===== config.mk =====
export PLATFORM = sky130hd
export DESIGN_NAME = fetch_stage
export DESIGN_NICKNAME = d
export VERILOG_FILES = /design/src/rtl/riscv_pkg.sv /design/src/rtl/if_id_register.sv /design/src/rtl/fetch_stage.sv
export SDC_FILE = /design/constraint.sdc
export NUM_CORES = 1
export LEC_CHECK = 0
export BUFFER_PORTS_ARGS = -buffer_cell sky130_fd_sc_hd__buf_2
export CAP_MARGIN = 20
export CORE_ASPECT_RATIO = 1.4
export CORE_MARGIN = 3
export CORE_UTILIZATION = 50
export CTS_BUF_LIST = sky130_fd_sc_hd__clkbuf_16
export CTS_CLUSTER_SIZE = 8
export DETAILED_ROUTE_END_ITERATION = 7
export GPL_TIMING_DRIVEN = 0
export MAX_ROUTING_LAYER = met4
export PLACE_DENSITY = 0.79
export SKIP_LAST_GASP = 1
export SLEW_MARGIN = 10
export SYNTH_ARGS = -nofsm -noshare
export SYNTH_HDL_FRONTEND = slang
export SYNTH_SLANG_ARGS = --single-unit

===== constraint.sdc =====
create_clock -name clk -period 2.66 [get_ports clk]
set_input_delay 0.798 -clock clk [delete_from_list [all_inputs] [get_ports clk]]
set_output_delay 0.798 -clock clk [all_outputs]
set_load 0.01 [all_outputs]

===== src/rtl/riscv_pkg.sv =====
// riscv_pkg: shared RV32I core types and constants.
//   XLEN / ALEN      : data and address widths.
//   NOP_A            : canonical NOP (addi x0, x0, 0) used for bubbles and faulted fetches.
//   RAM_MEMORY_SIZE  : instruction RAM depth in 32-bit words.
//   if_id_t          : IF/ID pipeline register payload.
//   IF_ID_BUBBLE     : IF/ID contents for an empty slot.
//   fetch_fault()    : true when a fetch address is misaligned or outside RAM.
package riscv_pkg;

  localparam int XLEN            = 32;
  localparam int ALEN            = 32;
  localparam int RAM_MEMORY_SIZE = 1024;

  localparam logic [XLEN-1:0] NOP_A = 32'h0000_0013;

  typedef struct packed {
    logic            valid;
    logic [ALEN-1:0] pc;
    logic [ALEN-1:0] pc_plus4;
    logic [XLEN-1:0] instr;
    logic            fault;
  } if_id_t;

  localparam if_id_t IF_ID_BUBBLE = '{
    valid:    1'b0,
    pc:       '0,
    pc_plus4: '0,
    instr:    NOP_A,
    fault:    1'b0
  };

  function automatic logic fetch_fault(input logic [ALEN-1:0] addr);
    logic [ALEN-1:0] word_idx;
    word_idx = {2'b00, addr[ALEN-1:2]};
    return (addr[1:0] != 2'b00) || (word_idx >= ALEN'(RAM_MEMORY_SIZE));
  endfunction

endpackage


===== src/rtl/if_id_register.sv =====
// if_id_register: IF/ID pipeline register.
//   clk   in   rising-edge clock
//   rst   in   synchronous active-low reset (loads IF_ID_BUBBLE)
//   stall in   hold current contents
//   flush in   load IF_ID_BUBBLE (wins over stall)
//   d     in   next IF/ID payload
//   q     out  current IF/ID payload
module if_id_register
  import riscv_pkg::*;
(
  input  logic   clk,
  input  logic   rst,
  input  logic   stall,
  input  logic   flush,
  input  if_id_t d,
  output if_id_t q
);

  always_ff @(posedge clk) begin
    if (!rst) begin
      q <= IF_ID_BUBBLE;
    end else if (flush) begin
      q <= IF_ID_BUBBLE;
    end else if (!stall) begin
      q <= d;
    end
  end

endmodule


===== src/rtl/fetch_stage.sv =====
// fetch_stage: IF stage of the five-stage RV32I pipeline.
//   RESET_PC        param  PC loaded on reset (4-byte aligned)
//   clk             in     rising-edge clock
//   rst             in     synchronous active-low reset
//   stall           in     hold PC and IF/ID
//   redirect        in     taken branch/jump: flush IF/ID, load redirect_pc
//   redirect_pc     in     redirect target
//   imem_en         out    instruction memory enable
//   imem_addr       out    fetch byte address (= pc)
//   imem_instr      in     instruction for imem_addr (combinational)
//   if_id_valid     out    IF/ID holds a real instruction
//   if_id_pc        out    PC of IF/ID instruction
//   if_id_pc_plus4  out    if_id_pc + 4
//   if_id_instr     out    IF/ID instruction word
//   if_id_fault     out    fetch was misaligned or beyond RAM
module fetch_stage
  import riscv_pkg::*;
#(
  parameter logic [ALEN-1:0] RESET_PC = 32'h0000_0000
) (
  input  logic            clk,
  input  logic            rst,
  input  logic            stall,
  input  logic            redirect,
  input  logic [ALEN-1:0] redirect_pc,
  output logic            imem_en,
  output logic [ALEN-1:0] imem_addr,
  input  logic [XLEN-1:0] imem_instr,
  output logic            if_id_valid,
  output logic [ALEN-1:0] if_id_pc,
  output logic [ALEN-1:0] if_id_pc_plus4,
  output logic [XLEN-1:0] if_id_instr,
  output logic            if_id_fault
);

  logic [ALEN-1:0] pc;
  logic [ALEN-1:0] pc_plus4;
  logic            fault;
  if_id_t          if_id_d;
  if_id_t          if_id_q;

  assign pc_plus4  = pc + ALEN'(4);
  assign fault     = fetch_fault(pc);
  assign imem_addr = pc;
  assign imem_en   = rst & ~stall;

  // Program counter: reset > redirect > stall > sequential (wraps silently)
  always_ff @(posedge clk) begin
    if (!rst) begin
      pc <= RESET_PC;
    end else if (redirect) begin
      pc <= redirect_pc;
    end else if (!stall) begin
      pc <= pc_plus4;
    end
  end

  // Faulted fetches still advance but carry a NOP so decode never sees garbage
  always_comb begin
    if_id_d          = IF_ID_BUBBLE;
    if_id_d.valid    = 1'b1;
    if_id_d.pc       = pc;
    if_id_d.pc_plus4 = pc_plus4;
    if_id_d.instr    = fault ? NOP_A : imem_instr;
    if_id_d.fault    = fault;
  end

  // IF/ID boundary
  if_id_register u_if_id (
    .clk   (clk),
    .rst   (rst),
    .stall (stall),
    .flush (redirect),
    .d     (if_id_d),
    .q     (if_id_q)
  );

  assign if_id_valid    = if_id_q.valid;
  assign if_id_pc       = if_id_q.pc;
  assign if_id_pc_plus4 = if_id_q.pc_plus4;
  assign if_id_instr    = if_id_q.instr;
  assign if_id_fault    = if_id_q.fault;

endmodule


==> results.cfg, run 1 <==
[pwr]
p_sw_mw = 1.174
p_seq_share_pct = 43.1
swShare_pct = 24.79
vdd_drop_max_mv = 0.4071
p_per_area_nw_per_um2 = 631.0
p_leak_nw = 3.330
p_int_mw = 3.561
power_frac_comb_pct = 11.1
pwr-share-clk_pct = 45.9

[clock_tree]
cts_inserted_buffers = 17
clk_path_buf_depth = 2
hold_buffers = 0
tritoncts = done
cts_sinks = 128
insertion_delay_ps = 410
cts_setup_buffers = 0
clock-root-buffer = clkbuf_16
ctsResizeCount = 1
clk_pin_slew_worst_paths_ps = 50
h-tree-depth = 4

[worst_setup_path]
critical_path_arrival_ps = 1630
startpoint_type = input pin
cp-end-kind = output pin
critPathRequiredTime_ps = 1860
path_class = in2out
cp_max_fo = 11

[drt]
drt_iter0_drc = 317
routed_wl_mm = 17.44
ant_nets = 0
vias = 5556
wl_per_cell_um = 17.03
dr.pass1.iters = 5
drc_errors = 0
viasPerCell = 5.426

[worst_hold_path]
hold_path.class = reg2reg

[floorplan]
core-area_um2 = 11090
die_y_um = 133.3
io-pin-count = 199
start_util_pct = 52.16
dieArea_um2 = 12920
die_w_um = 96.91
num_rows = 45

[placement]
gp_congestion = 0.8997
place_ws_ps = -257.2
placed_cells = 993
io_buffers = 198
dpl_cell_area_um2 = 6953
hpwl_mm = 12.88

[timing]
relSlewSlack_pct = 43.38
final-hold-violation-count = 0
finalSetupTns_ps = 0
rsz0062_at_grt = false
setup_slack_ps = 234.8
setup_viol = 0
drv_slew = 0
hold-worst-slack_ps = 470.3
fmax_mhz = 412.3
min_period_ps = 2425
worstMarginPinSlew_ps = 849.4
timing.final.crit_share_pct = 91.17
finClkSkew_ps = 4.135

[run]
drv_cap = 0

[global_route]
gr-total-overflow = 0
grt_use_total_pct = 27.24
grt_first_pass_wirelength_mm = 27.37
antenna_found_initial = 0
grt_max_degree = 17
grt_pass1_vias = 5386

[synthesis]
synth.net_count = 724
synthCells = 654
yosys.cell_types.count = 48
yosys_most_used_dff = dfxtp_1
ys_async_sr_fraction_pct = 0
synth_edf_count = 0
ys_warn_count = 0
ys_seq_area_share_pct = 44.29
synth_seq_cells = 128
netlist_area_um2 = 5786
syn_area_per_cell_um2 = 8.846

[final_layout]
nFillCells = 1001
multi_input_area_um2 = 2676
layout_common_cells = 216 x buf_2, 128 x dfxtp_1, 82 x nor2_1
stdcell_area_um2 = 7503
drive_gt1_share_pct = 34.43
area_growth_pct = 29.69
instances_no_fill = 1024
seqCellArea_um2 = 2562
finalNetCount = 940
layout_commonest_cell = buf_2
n_antenna_cell = 0

[status]
status = complete, no violations
-- flip-flops by register name, summed over array words and instances (netlist names) --
| name | count |
|---|---|
| imem_addr | 32 |
| u_if_id.q | 96 |
-- cells by family after synthesis --
family,share of synthesized area (%)
adders and majority gates,0.4325
muxes,5.536
xor gates and xnor gates,8.023
buffers and inverters,9.450
DFF,44.29
AOI/OAI and AO/OA,14.68
and+or+nand+nor,17.58
-- power by group through the flow --
stage / registers, mW / logic, mW / clock network (mW)
after global routing: 2.05 / 0.572 / 2.27
after CTS: 2.04 / 0.524 / 2.19
after global placement: 2.08 / 0.515 / 0
final: 2.04 / 0.525 / 2.17
after floorplan: 2.08 / 0.312 / 0
after detailed placement: 2.08 / 0.519 / 0
-- stage by stage --
step	power [mW]	util (%)
5_1_grt	4.893	67.65
2_1_floorplan	2.389	-
4_1_cts	4.747	67.65
6_report	4.735	67.65
3_5_place_dp	2.597	62.68
3_3_place_gp	2.591	62.68
-- area by class of cell --
class | instances | share of cell area [%]
inverter | 5 | 0.2501
sequential | 128 | 34.15
buffer | 93 | 7.003
multi-input combinational | 427 | 35.67
timing repair buffer | 198 | 13.21
clock inverter | 15 | 1.701
clock buffer | 17 | 5.669
tap | 141 | 2.351
-- cell usage after synthesis, types with 2 or more instances --
master	n	area (µm²)
xnor2_1	45	394.1
nand3_1	9	45.04
mux2i_1	32	320.3
buf_1	4	15.01
clkbuf_2	2	10.01
buf_4	34	255.2
o32ai_1	3	26.28
o211a_1	4	40.04
nor3_1	13	65.06
o21ai_0	50	250.2
and3_1	5	31.28
buf_6	3	33.78
ha_1	2	25.02
nand4_1	6	37.54
and4_1	4	35.03
a311oi_1	2	17.52
clkbuf_1	33	123.9
buf_2	18	90.09
or4_4	2	22.52
xor2_1	8	70.07
a22oi_1	29	217.7
inv_1	4	15.01
nor2b_1	5	31.28
a21oi_1	52	260.3
nor4_2	2	25.02
or3_1	2	12.51
nand2_1	35	131.4
nor4_1	8	50.05
nor3_2	9	90.09
and2_1	3	18.77
dfxtp_1	128	2562
nor2_1	82	307.8
-- path summary, 6_finish.rpt --
check                              from                    endpoint  slack (ps)  cells after the start
max                               stall                     imem_en         230                      4
min          u_if_id.q[37]$_SDFFE_PP0N_  u_if_id.q[37]$_SDFFE_PP0N_         470                      2
max reg2reg   imem_addr[3]$_SDFFE_PN0N_  imem_addr[18]$_SDFFE_PN0N_         450                      6
min reg2reg  u_if_id.q[37]$_SDFFE_PP0N_  u_if_id.q[37]$_SDFFE_PP0N_         470                      2
-- routing by layer --
| layer | vias to the layer above | global-route usage [%] | routed length (µm) |
|---|---|---|---|
| met5 | - | - | 0 |
| met4 | 0 | 11.01 | 384 |
| met3 | 29 | 6.496 | 1218 |
| met2 | 249 | 47.31 | 9061 |
| met1 | 2613 | 29.91 | 6776 |
| li1 | 2665 | - | - |
-- critical path, stage by stage --
cell	delay, ps
buf_2	260
clkbuf_2	340
nor2b_1	70
buf_2	140
Note: power is estimated with default switching activity, not from simulation.
==> run 2: changes to the inputs <==
--- a/config.mk
+++ b/config.mk
@@ -16,6 +16,7 @@
 export GPL_TIMING_DRIVEN = 0
 export MAX_ROUTING_LAYER = met4
 export PLACE_DENSITY = 0.79
+export RECOVER_POWER = 100
 export SKIP_LAST_GASP = 1
 export SLEW_MARGIN = 10
 export SYNTH_ARGS = -nofsm -noshare
==> results.cfg, run 2 (same netlist as run 1, synthesis figures left out) <==
[drt]
vias = 5534
drc_errors = 0
wl_per_cell_um = 17.07
dr.pass1.iters = 5
ant_nets = 0
drt_iter0_drc = 317
routed_wl_mm = 17.48
viasPerCell = 5.404

[final_layout]
regMostFlops = u_if_id.q
n_antenna_cell = 0
layout_common_cells = 155 x clkbuf_1, 128 x dfxtp_1, 94 x buf_2
final_util_pct = 65.57
layout_commonest_cell = clkbuf_1
drive_gt1_share_pct = 19.03
instances_no_fill = 1024
seqCellArea_um2 = 2562
largest_reg_flops = 96
multi_input_area_um2 = 2605
area_growth_pct = 25.71
finalNetCount = 940
stdcell_area_um2 = 7273
nFillCells = 1065

[placement]
hpwl_mm = 12.88
gp_congestion = 0.8997
dpl_cell_area_um2 = 6953
io_buffers = 198
placed_cells = 993
place_ws_ps = -257.2

[floorplan]
die_w_um = 96.91
die_y_um = 133.3
dieArea_um2 = 12920
core-area_um2 = 11090
num_rows = 45
io-pin-count = 199
start_util_pct = 52.16

[worst_setup_path]
cp_max_fo = 10
reg2reg_to = imem_addr[26]$_SDFFE_PN0N_
crit_end = imem_addr[26]$_SDFFE_PN0N_
r2r-start = imem_addr[8]$_SDFFE_PN0N_
startpoint_type = flip-flop
path_cells = clkbuf_1 > nand3_1 > or4_1 > nor3_1 > xnor2_1 > a21oi_1
slowest_stage = or4_1
cp_slowest_stage_delay_ps = 760
critical_path_arrival_ps = 2690
critPathRequiredTime_ps = 2930
reg2reg_slack_ps = 250
path_class = reg2reg
reg2reg_depth = 6
critPathLaunch = imem_addr[8]$_SDFFE_PN0N_
cp-end-kind = flip-flop

[global_route]
grt_pass1_vias = 5386
grtUsageMet2_pct = 47.31
use_met1_pct = 29.91
antenna_found_initial = 0
use_met3_pct = 6.496
grt_max_degree = 17
global_route.peak_usage_layer = met2
grt_use_total_pct = 27.24
gr-total-overflow = 0
grt_first_pass_wirelength_mm = 27.37

[timing]
min_period_ps = 2414
setup_viol = 0
fmax_mhz = 414.2
timing.final.crit_share_pct = 90.76
worstMarginPinSlew_ps = 843.8
setup_slack_ps = 245.7
drv_slew = 0
final-hold-violation-count = 0
rsz0062_at_grt = false
finClkSkew_ps = 5.782
relSlewSlack_pct = 43.75

[clock_tree]
clk_pin_slew_worst_paths_ps = 50
tritoncts = done
cts_sinks = 128
clk_path_buf_depth = 2
insertion_delay_ps = 410
cts_inserted_buffers = 17
h-tree-depth = 4
cts_setup_buffers = 0
hold_buffers = 0
clock-root-buffer = clkbuf_16

[pwr]
p_leak_nw = 2.823
p_seq_share_pct = 43.2
power_frac_comb_pct = 10.8
vdd_drop_max_mv = 0.3997
p_int_mw = 3.546
swShare_pct = 24.82
p_per_area_nw_per_um2 = 648.6
pwr-share-clk_pct = 46.0
p_sw_mw = 1.171

[worst_hold_path]
hold_path.class = reg2reg

[status]
status = complete, no violations

[run]
drv_cap = 0
run 2: final cells by class:
| type | instances | area share, % |
|---|---|---|
| multi-input combinational | 427 | 35.82 |
| sequential | 128 | 35.23 |
| timing repair buffer | 198 | 11.63 |
| buffer | 93 | 7.036 |
| clock buffer | 17 | 5.849 |
| tap | 141 | 2.426 |
| clock inverter | 15 | 1.755 |
| inverter | 5 | 0.2580 |
run 2: critical path, delay by kind of cell (launching register included):
kind	cells	cell delay, ps
simple gates	3	1380
flops	1	350
buf+inv	1	300
xor+xnor	1	150
compound gates	1	80
run 2: power groups by stage:
stage / registers, mW / logic (mW) / clock network, mW
finish: 2.04 / 0.509 / 2.17
global route: 2.05 / 0.558 / 2.27
detailed placement: 2.08 / 0.519 / 0
floorplan: 2.08 / 0.312 / 0
global placement: 2.08 / 0.515 / 0
CTS: 2.04 / 0.524 / 2.19
run 2: stage by stage:
| step | setup TNS [ps] | hold slack (ps) | total power [mW] |
|---|---|---|---|
| 2_1_floorplan | 0 | 485.6 | 2.389 |
| 3_3_place_gp | -1050 | 449.1 | 2.591 |
| 3_5_place_dp | -931.9 | 453.2 | 2.597 |
| 4_1_cts | 0 | 466.1 | 4.747 |
| 5_1_grt | 0 | 480.9 | 4.879 |
| 6_report | 0 | 469.7 | 4.717 |
run 2: worst min-delay path by stage:
stage	startpoint	end	slack [ps]	cells past startpoint
after floorplan	u_if_id.q[37]$_SDFFE_PP0N_	u_if_id.q[37]$_SDFFE_PP0N_	490	2
after global placement	u_if_id.q[37]$_SDFFE_PP0N_	u_if_id.q[37]$_SDFFE_PP0N_	450	2
after detailed placement	u_if_id.q[82]$_SDFFE_PP0N_	u_if_id.q[82]$_SDFFE_PP0N_	450	2
after CTS	u_if_id.q[37]$_SDFFE_PP0N_	u_if_id.q[37]$_SDFFE_PP0N_	470	2
after global routing	u_if_id.q[37]$_SDFFE_PP0N_	u_if_id.q[37]$_SDFFE_PP0N_	480	2
final	u_if_id.q[37]$_SDFFE_PP0N_	u_if_id.q[37]$_SDFFE_PP0N_	470	2
run 2: metal layers:
| metal | part of all wire [%] | up-vias |
|---|---|---|
| met5 | 0 | - |
| met3 | 7.2 | 31 |
| met1 | 38 | 2598 |
| met4 | 2.3 | 0 |
| met2 | 52 | 249 |
| li1 | - | 2656 |
run 2: repair_timing:
| item | 4_1_cts | 5_1_grt |
|---|---|---|
| hold endpoints to repair | 0 | 0 |
| endpoints found under the setup margin | 1 | 0 |
| gates resized for setup | 1 | 0 |
